### src/rtl/des128_byte_loader_pkg.sv
// Shared definitions for the 128-bit DES byte loader: block geometry,
// controller state encoding and a saturating byte-count step.
package des128_byte_loader_pkg;

    localparam int NBYTES  = 16;
    localparam int BYTE_W  = 8;
    localparam int BLOCK_W = NBYTES * BYTE_W;
    localparam int CNT_W   = 5;

    typedef enum logic [2:0] {
        ST_FILL    = 3'd0,
        ST_START   = 3'd1,
        ST_RUN     = 3'd2,
        ST_WAITCAP = 3'd3,
        ST_DRAIN   = 3'd4
    } state_t;

    // Byte counter holds at NBYTES rather than wrapping.
    function automatic logic [CNT_W-1:0] cnt_step(input logic [CNT_W-1:0] c);
        return (c == CNT_W'(NBYTES)) ? c : c + CNT_W'(1);
    endfunction

endpackage

### src/rtl/des128_byte_shifter.sv
// 128-bit register with parallel load and byte-wide left shift (new byte enters
// at the LSB end), plus a count of bytes shifted since the last load/clear.
module des128_byte_shifter
    import des128_byte_loader_pkg::*;
(
    input  logic               Clk,
    input  logic               Reset,
    input  logic               load,
    input  logic [BLOCK_W-1:0] load_data,
    input  logic               shift,
    input  logic [BYTE_W-1:0]  byte_in,
    input  logic               clear,
    output logic [BLOCK_W-1:0] data,
    output logic [CNT_W-1:0]   cnt
);

    always_ff @(posedge Clk or posedge Reset) begin
        if (Reset) begin
            data <= '0;
            cnt  <= '0;
        end else if (load) begin
            data <= load_data;
            cnt  <= '0;
        end else begin
            if (shift) begin
                data <= {data[BLOCK_W-BYTE_W-1:0], byte_in};
            end
            // A clear wins over a coincident shift so the next block starts at zero.
            if (clear) begin
                cnt <= '0;
            end else if (shift) begin
                cnt <= cnt_step(cnt);
            end
        end
    end

endmodule

### src/rtl/des128_byte_loader.sv
// Byte-stream shell around the 128-bit DES core: assembles a plaintext block,
// restarts the core, waits for Done (with timeout), captures and drains the ciphertext.
module des128_byte_loader
    import des128_byte_loader_pkg::*;
#(
    parameter int TIMEOUT = 40,
    parameter int CAP_DLY = 1
) (
    input  logic               Clk,
    input  logic               Reset,
    input  logic [BLOCK_W-1:0] Key_in,
    input  logic               Key_load,
    input  logic [BYTE_W-1:0]  In_data,
    input  logic               In_valid,
    output logic               In_ready,
    output logic [BLOCK_W-1:0] Plaintext_o,
    output logic [BLOCK_W-1:0] Key_o,
    output logic               Core_rst,
    input  logic               Core_done,
    input  logic [BLOCK_W-1:0] Cipher_i,
    output logic [BYTE_W-1:0]  Out_data,
    output logic               Out_valid,
    input  logic               Out_ready,
    output logic               Busy,
    output logic               Timeout_err
);

    localparam int TMR_W = $clog2(TIMEOUT + 1);

    state_t               state_q;
    state_t               state_d;
    logic [TMR_W-1:0]     timer_q;
    logic                 armed_q;
    logic                 timeout_q;
    logic [BLOCK_W-1:0]   key_q;

    logic                 in_accept;
    logic                 out_accept;
    logic                 in_last;
    logic                 out_last;
    logic                 in_clear;
    logic                 timeout_hit;
    logic                 cap_fire;
    logic [CNT_W-1:0]     in_cnt;
    logic [CNT_W-1:0]     out_cnt;
    logic [BLOCK_W-1:0]   out_blk;
    logic [BLOCK_W-BYTE_W-1:0] out_rest_unused;

    // armed_q keeps In_ready low through the reset cycle.
    assign In_ready    = (state_q == ST_FILL) && armed_q;
    assign Out_valid   = (state_q == ST_DRAIN);
    assign Core_rst    = (state_q == ST_START);
    assign Busy        = (state_q != ST_FILL);
    assign Key_o       = key_q;
    assign Timeout_err = timeout_q;

    assign in_accept  = In_valid && In_ready;
    assign out_accept = Out_valid && Out_ready;
    assign in_last    = in_accept && (in_cnt == CNT_W'(NBYTES - 1));
    assign out_last   = out_accept && (out_cnt == CNT_W'(NBYTES - 1));
    assign in_clear   = timeout_hit || out_last;

    assign {Out_data, out_rest_unused} = out_blk;

    des128_byte_shifter u_in_sr (
        .Clk       (Clk),
        .Reset     (Reset),
        .load      (1'b0),
        .load_data ('0),
        .shift     (in_accept),
        .byte_in   (In_data),
        .clear     (in_clear),
        .data      (Plaintext_o),
        .cnt       (in_cnt)
    );

    des128_byte_shifter u_out_sr (
        .Clk       (Clk),
        .Reset     (Reset),
        .load      (cap_fire),
        .load_data (Cipher_i),
        .shift     (out_accept),
        .byte_in   ('0),
        .clear     (1'b0),
        .data      (out_blk),
        .cnt       (out_cnt)
    );

    always_comb begin
        state_d     = state_q;
        timeout_hit = 1'b0;
        cap_fire    = 1'b0;
        case (state_q)
            ST_FILL: begin
                if (in_last) begin
                    state_d = ST_START;
                end
            end
            ST_START: begin
                state_d = ST_RUN;
            end
            ST_RUN: begin
                // Done on the final timer cycle still counts as success.
                if (Core_done) begin
                    state_d = ST_WAITCAP;
                end else if (timer_q == TMR_W'(TIMEOUT - 1)) begin
                    timeout_hit = 1'b1;
                    state_d     = ST_FILL;
                end
            end
            ST_WAITCAP: begin
                if (timer_q == TMR_W'(CAP_DLY - 1)) begin
                    cap_fire = 1'b1;
                    state_d  = ST_DRAIN;
                end
            end
            ST_DRAIN: begin
                if (out_last) begin
                    state_d = ST_FILL;
                end
            end
            default: begin
                state_d = ST_FILL;
            end
        endcase
    end

    always_ff @(posedge Clk or posedge Reset) begin
        if (Reset) begin
            state_q   <= ST_FILL;
            armed_q   <= 1'b0;
            timeout_q <= 1'b0;
            key_q     <= '0;
        end else begin
            state_q <= state_d;
            armed_q <= 1'b1;
            if (timeout_hit) begin
                timeout_q <= 1'b1;
            end
            if (Key_load && (state_q == ST_FILL)) begin
                key_q <= Key_in;
            end
        end
    end

    // One timer serves both the Done timeout and the capture delay; it restarts on every state change.
    always_ff @(posedge Clk or posedge Reset) begin
        if (Reset) begin
            timer_q <= '0;
        end else if (state_d != state_q) begin
            timer_q <= '0;
        end else if (((state_q == ST_RUN) || (state_q == ST_WAITCAP)) &&
                     (timer_q != TMR_W'(TIMEOUT))) begin
            timer_q <= timer_q + TMR_W'(1);
        end
    end

endmodule

### config.mk
export PLATFORM = sky130hd
export DESIGN_NAME = des128_byte_loader
export DESIGN_NICKNAME = d
export VERILOG_FILES = /design/src/rtl/des128_byte_loader_pkg.sv /design/src/rtl/des128_byte_shifter.sv /design/src/rtl/des128_byte_loader.sv
export SDC_FILE = /design/constraint.sdc
export NUM_CORES = 1
export LEC_CHECK = 0
export CORE_AREA = 5 5 207 209
export CTS_CLUSTER_SIZE = 30
export DETAILED_ROUTE_END_ITERATION = 16
export DIE_AREA = 0 0 212 214
export PLACE_DENSITY = 0.72
export SYNTH_ARGS = -nofsm -noshare
export SYNTH_HDL_FRONTEND = slang
export SYNTH_SLANG_ARGS = --single-unit
### constraint.sdc
create_clock -name Clk -period 18.43 [get_ports Clk]
set_input_delay 3.686 -clock Clk [delete_from_list [all_inputs] [get_ports Clk]]
set_output_delay 3.686 -clock Clk [all_outputs]
set_load 0.01 [all_outputs]
==> metrics.yaml, run 1 <==
critical_path:
  cp-startpoint: "state_q[0]"
  path_cells: "nor3_1 > inv_1 > clkdlybuf4s50_1"
  cp.arrival_ns: 2.92
  start_kind: "register"
  reg2reg_from: "state_q[0]"
  critPathSlowestCell: "nor3_1"
  worst-setup-path-type: "register to primary output"
  crit_path_max_fanout: 12
  rr_endpoint: "u_in_sr.data[126]"
  cp-end-kind: "primary output"
  worstRegToRegCells: 6
  required_ns: 14.74
  timing.reg2reg.setup_slack_ns: 14.53
  max_stage_delay_ns: 0.91
layout:
  final_cell_area_um2: 23600
  finalNonFillerCells: 2426
  multiInputGateArea_um2: 5740
  regArea_um2: 10100
  drive_gt1_frac: 0.182
  fillerInstances: 3365
  utilization: 0.580
  nets: 2131
  areaGrowthSynthToFinish_pct: 43.9
global_route:
  grtUsageTotal: 0.209
  antenna_found_initial: 6
  grt_max_degree: 109
  grt_pass1_wl_mm: 75.3
  grt_pass1_vias: 13000
  gr-total-overflow: 0
detailed_routing:
  drt_wl_total_mm: 48.4
  vias_per_cell: 5.05
  drt_first_pass_iters: 5
  drtIter0Drc: 899
  wire_per_inst_um: 20.0
  ant_nets: 0
  vias: 12200
  drc: 0
power_and_ir_drop:
  comb_power_share: 0.302
  power.leakage_nw: 10.4
  cell_internal_pwr_mw: 2.12
  seqPwrFrac: 0.402
  clock_power_share: 0.296
  power_density_nw_per_um2: 126
  p_switching_mw: 0.848
  swShare: 0.286
  vdd_drop_max_mv: 0.0920
  finalPower_mw: 2.97
timing:
  fmax_mhz: 151
  finClkSkew_ns: 0.0204
  setup_viol_count_final: 0
  fin_crit_ns: 6.61
  rsz0062_at_grt: "false"
  maxSlewViolCount: 0
  worst_pin_slew_ns: 1.06
  tns_ns: 0
  hold_viol: 0
  max-slew-margin-rel: 0.291
  period_share: 0.358
synth:
  ys.flop_type: "dfrtp_1"
  synth-async-reset-ratio: 1.00
  synth_enable_flop_cells: 0
  yosysWarnings: 0
  synthesis.nets: 1633
  avgSynthCellArea_um2: 12.1
  synth_top_area_share: 0.619
  syn_area_um2: 16400
  seq_area_frac_synth: 0.619
  yosysTopAreaCell: "dfrtp_1"
  yosys-top-cells-area: "dfrtp_1, mux2_2, nand2_1"
  ys_ff_latch: 405
  synthTopCellsByCount: "dfrtp_1, mux2_2, nand2_1, nor2_1, a31oi_1"
  syn_inst: 1355
  synth.distinct_cells: 39
  synth_most_common_cell: "dfrtp_1"
outcome:
  status: "finished clean"
placement:
  gp_congestion: 0.836
  placed_area_um2: 22100
  dp_cells: 2339
  dp_hpwl_mm: 34.8
  numPortBuffers: 538
cts:
  clockBufferDepth: 3
  cts_tree: "yes"
  cts_made_buffers: 44
  ctsResizeCount: 0
  clk_pin_slew_worst_paths_ns: 0.06
  post_cts.repair.setup_buffers: 0
  cts.sinks: 405
  htreeDepth: 2
  cts_hold_buf: 0
  root_buffer: "clkbuf_16"
  clock_latency_ns: 0.57
worst_hold_path:
  min_delay_path_depth: 1
  holdPathEnd: "Timeout_err"
  hold_start: "Timeout_err"
  worstHoldPathType: "register to register"
flow_run:
  maxCapViolCount: 0
die:
  core_area_um2: 40600
  die_y_um: 214
  rows: 74
  fp.dieW_um: 212
  die_area_um2: 45400
  ioPinCount: 539
  initial_core_util: 0.403
[stage by stage]
stage,hold WS [ns],setup slack (ns)
3_5_place_dp,0.471,11.68
6_report,0.491,11.82
4_1_cts,0.488,11.68
5_1_grt,0.513,11.58
3_3_place_gp,0.473,11.73
2_1_floorplan,0.469,3.48
[cell type report]
cell class              count  share of cell area
well taps                 532              0.0283
repair buffers            550               0.232
clock inverters            12             0.00520
flip-flops and latches    405               0.430
diodes                      5            0.000531
clock buffers              70              0.0564
multi-input cells         833               0.244
inverters                  19             0.00335
[per-layer routing]
metal  up-vias  GRT usage  share of wire
li1       5660          -              -
met4         2     0.0711          0.030
met3        78     0.0872           0.10
met5         -          0        0.00041
met2       414      0.344           0.49
met1      6090      0.247           0.38
[power groups by stage]
stage / combinational [mW] / sequential (mW) / clock, mW
final: 0.897 / 1.19 / 0.880
after global routing: 0.956 / 1.22 / 0.940
after CTS: 0.913 / 1.20 / 0.903
after detailed placement: 0.907 / 1.21 / 0
after global placement: 0.894 / 1.20 / 0
after floorplan: 0.326 / 1.26 / 0
[cells in the final DEF, fill, tap and decap left out, types with 2 or more instances in the layout]
cell,count
inv_6,2
o21ai_0,12
a311oi_1,3
clkbuf_8,11
nor4bb_1,2
bufinv_16,2
clkbuf_16,45
mux2_2,256
nor3_1,4
buf_4,12
nand4_1,3
mux2i_1,3
a31oi_1,111
clkdlybuf4s50_1,538
and3_1,13
clkinvlp_4,2
a221o_1,9
dfrtp_1,405
and2_1,2
a21oi_1,6
xnor2_1,4
ha_1,8
nor2_1,128
xor2_1,4
clkinv_2,6
a211oi_1,3
nand2_1,236
diode_2,5
clkbuf_1,14
inv_1,18
nand3_1,10
[sequential cells by signal, indices dropped and copies added, names as in the netlist]
name	flops
u_in_sr.data	128
u_in_sr.cnt	5
state_q	3
timer_q	6
Key_o	128
u_out_sr.cnt	5
Timeout_err	1
u_out_sr.data	128
armed_q	1
[kinds of logic after synthesis]
logic type | count (synthesis) | share of synthesized area
simple gates | 411 | 0.102
buf+inv | 117 | 0.0328
mux | 259 | 0.178
fa+ha+maj | 8 | 0.00612
other cells | 1 | 0.000229
flops | 405 | 0.619
xor+xnor | 8 | 0.00428
compound gates | 146 | 0.0575
[worst max-delay path: cells and delay by family, from the launching register on]
family                 cells  cell delay [ns]
flip-flops                 1             0.51
buffers and inverters      2             0.94
AND/OR/NAND/NOR            1             0.91
[worst max-delay path by stage]
stage,endpoint,depth (start not counted)
floorplan,Key_o[0],1
global placement,u_out_sr.data[78],4
detailed placement,u_out_sr.data[64],4
CTS,Busy,3
global route,Busy,3
finish,Busy,3
No activity file was read; power rests on OpenSTA's default activity.
==> inputs of run 2 (changes only) <==
==> constraint.sdc (replaced) <==
create_clock -name Clk -period 6.1 [get_ports Clk]
set_input_delay 1.22 -clock Clk [delete_from_list [all_inputs] [get_ports Clk]]
set_output_delay 1.22 -clock Clk [all_outputs]
set_load 0.01 [all_outputs]
==> run 2 against run 1 <==
Against the previous run: sequential share of layout area is 0.12 points lower; non-clock buffer count decreased by 1; critical path depth unchanged; flip-flop and latch count stayed put; sequential power rose to 3.0 times the previous value; worst hold slack about the same; highest routed layer unchanged; first-iteration DRC count increased by 4.7%; global-route usage is 0.29 points higher; die area unchanged; clock power rose to 3.1 times the previous value; setup slack got worse by 9.4 ns; clock-buffer cell count unchanged.
==> metrics.yaml, run 2 (synthesized netlist as in run 1, its figures left out) <==
outcome:
  status: "finished clean"
cts:
  htreeDepth: 2
  clockBufferDepth: 3
  cts_made_buffers: 45
  ctsResizeCount: 0
  cts_tree: "yes"
  cts.sinks: 405
  post_cts.repair.setup_buffers: 0
  root_buffer: "clkbuf_16"
  clk_pin_slew_worst_paths_ns: 0.05
  clock_latency_ns: 0.56
  cts_hold_buf: 0
power_and_ir_drop:
  seqPwrFrac: 0.398
  power_density_nw_per_um2: 383
  swShare: 0.284
  power.leakage_nw: 10.4
  p_switching_mw: 2.57
  vdd_drop_max_mv: 0.292
  comb_power_share: 0.301
  clock_power_share: 0.301
  cell_internal_pwr_mw: 6.48
critical_path:
  path_cells: "nor3_1 > inv_1 > clkdlybuf4s50_1"
  max_stage_delay_ns: 0.68
  required_ns: 4.88
  critPathBufInv: 2
  worst-setup-path-type: "register to primary output"
  critPathSlowestCell: "clkdlybuf4s50_1"
  crit_path_max_fanout: 12
  worstRegToRegCells: 4
  crit_family: "buffers and inverters"
  cp-end-kind: "primary output"
  start_kind: "register"
  cp.arrival_ns: 2.50
  cp.depth: 3
layout:
  final_cell_area_um2: 23600
  final_common_cell: "clkdlybuf4s50_1"
  finalNonFillerCells: 2420
  areaGrowthSynthToFinish_pct: 44.3
  nets: 2131
  drive_gt1_frac: 0.180
  final_cell_mix: "clkdlybuf4s50_1, dfrtp_1, mux2_2, nand2_1, nor2_1"
detailed_routing:
  vias_per_cell: 5.06
  wire_per_inst_um: 20.2
  vias: 12200
  drt_first_pass_iters: 6
  drt_wl_total_mm: 48.9
  ant_nets: 0
  drc: 0
  drtIter0Drc: 941
global_route:
  grt_pass1_vias: 13200
  grt_pass1_wl_mm: 76.2
  gr-total-overflow: 0
  antenna_found_initial: 5
  grt_max_degree: 250
  grtUsageTotal: 0.212
timing:
  worst_pin_slew_ns: 1.06
  fin_crit_ns: 3.72
  fmax_mhz: 269
  maxSlewViolCount: 0
  fin_worst_hold_slack_ns: 0.491
  finClkSkew_ns: 0.0182
  period_share: 0.610
  setup_viol_count_final: 0
  max-slew-margin-rel: 0.295
  finalWorstSetupSlack_ns: 2.38
  tns_ns: 0
  hold_viol: 0
  rsz0062_at_grt: "false"
worst_hold_path:
  min_delay_path_depth: 1
  worstHoldPathType: "register to register"
placement:
  placed_area_um2: 22100
  gp_congestion: 0.846
  dp_hpwl_mm: 35.0
  dp_slack_ns: 2.44
  numPortBuffers: 538
  dp_cells: 2338
die:
  ioPinCount: 539
  die_area_um2: 45400
  fp.dieW_um: 212
  core_area_um2: 40600
  initial_core_util: 0.403
  rows: 74
  die_y_um: 214
flow_run:
  maxCapViolCount: 0
[run 2: changes by cell type in the layout (fill, tap and decap cells not counted), moves of 2 or more]
cell / delta
clkbuf_8: -2
clkbuf_16: +2
clkinv_2: -3
diode_2: -2
buf_12: +4
buf_4: -5
[run 2: path summary, 6_finish.rpt]
kind | start | to | slack [ns]
setup / recovery | state_q[0] | Busy | 2.38
hold / removal | Timeout_err | Timeout_err | 0.49
setup reg to reg | state_q[0] | Key_o[109] | 3.19
hold reg to reg | Timeout_err | Timeout_err | 0.49
max in group asynchronous | Reset | u_out_sr.data[97] | 3.47
min in group asynchronous | Reset | u_in_sr.data[13] | 0.90
[run 2: power by group through the flow]
stage          registers, mW  clock network (mW)  logic [mW]
4_1_cts                 3.60                2.79        2.78
3_3_place_gp            3.61                   0        2.73
3_5_place_dp            3.64                   0        2.76
5_1_grt                 3.68                2.90        2.91
6_report                3.60                2.72        2.73
2_1_floorplan           3.82                   0       0.984
[run 2: layer usage]
metal  up-vias  global-route usage  wire [µm]
met5         -                   0         27
met4         4              0.0734       1420
met3        88              0.0900       5090
met2       435               0.348      23800
met1      6064               0.250      18600
li1       5643                   -          -
[run 2: layout make-up]
| type | count | area [µm²] |
|---|---|---|
| Clock inverter | 9 | 130 |
| Clock buffer | 70 | 1350 |
| Inverter | 19 | 75.1 |
| Antenna cell | 3 | 7.51 |
| Multi-Input combinational cell | 833 | 5740 |
| Timing Repair Buffer | 549 | 5520 |
| Sequential cell | 405 | 10100 |
| Tap cell | 532 | 666 |
| Fill cell | 3296 | 17000 |
[run 2: per-stage QoR]
stage                     utilization  total power [mW]
final                           0.581              9.05
after global routing            0.581              9.48
after CTS                       0.581              9.17
after detailed placement        0.545              6.40
after global placement          0.545              6.33
after floorplan                     -              4.81
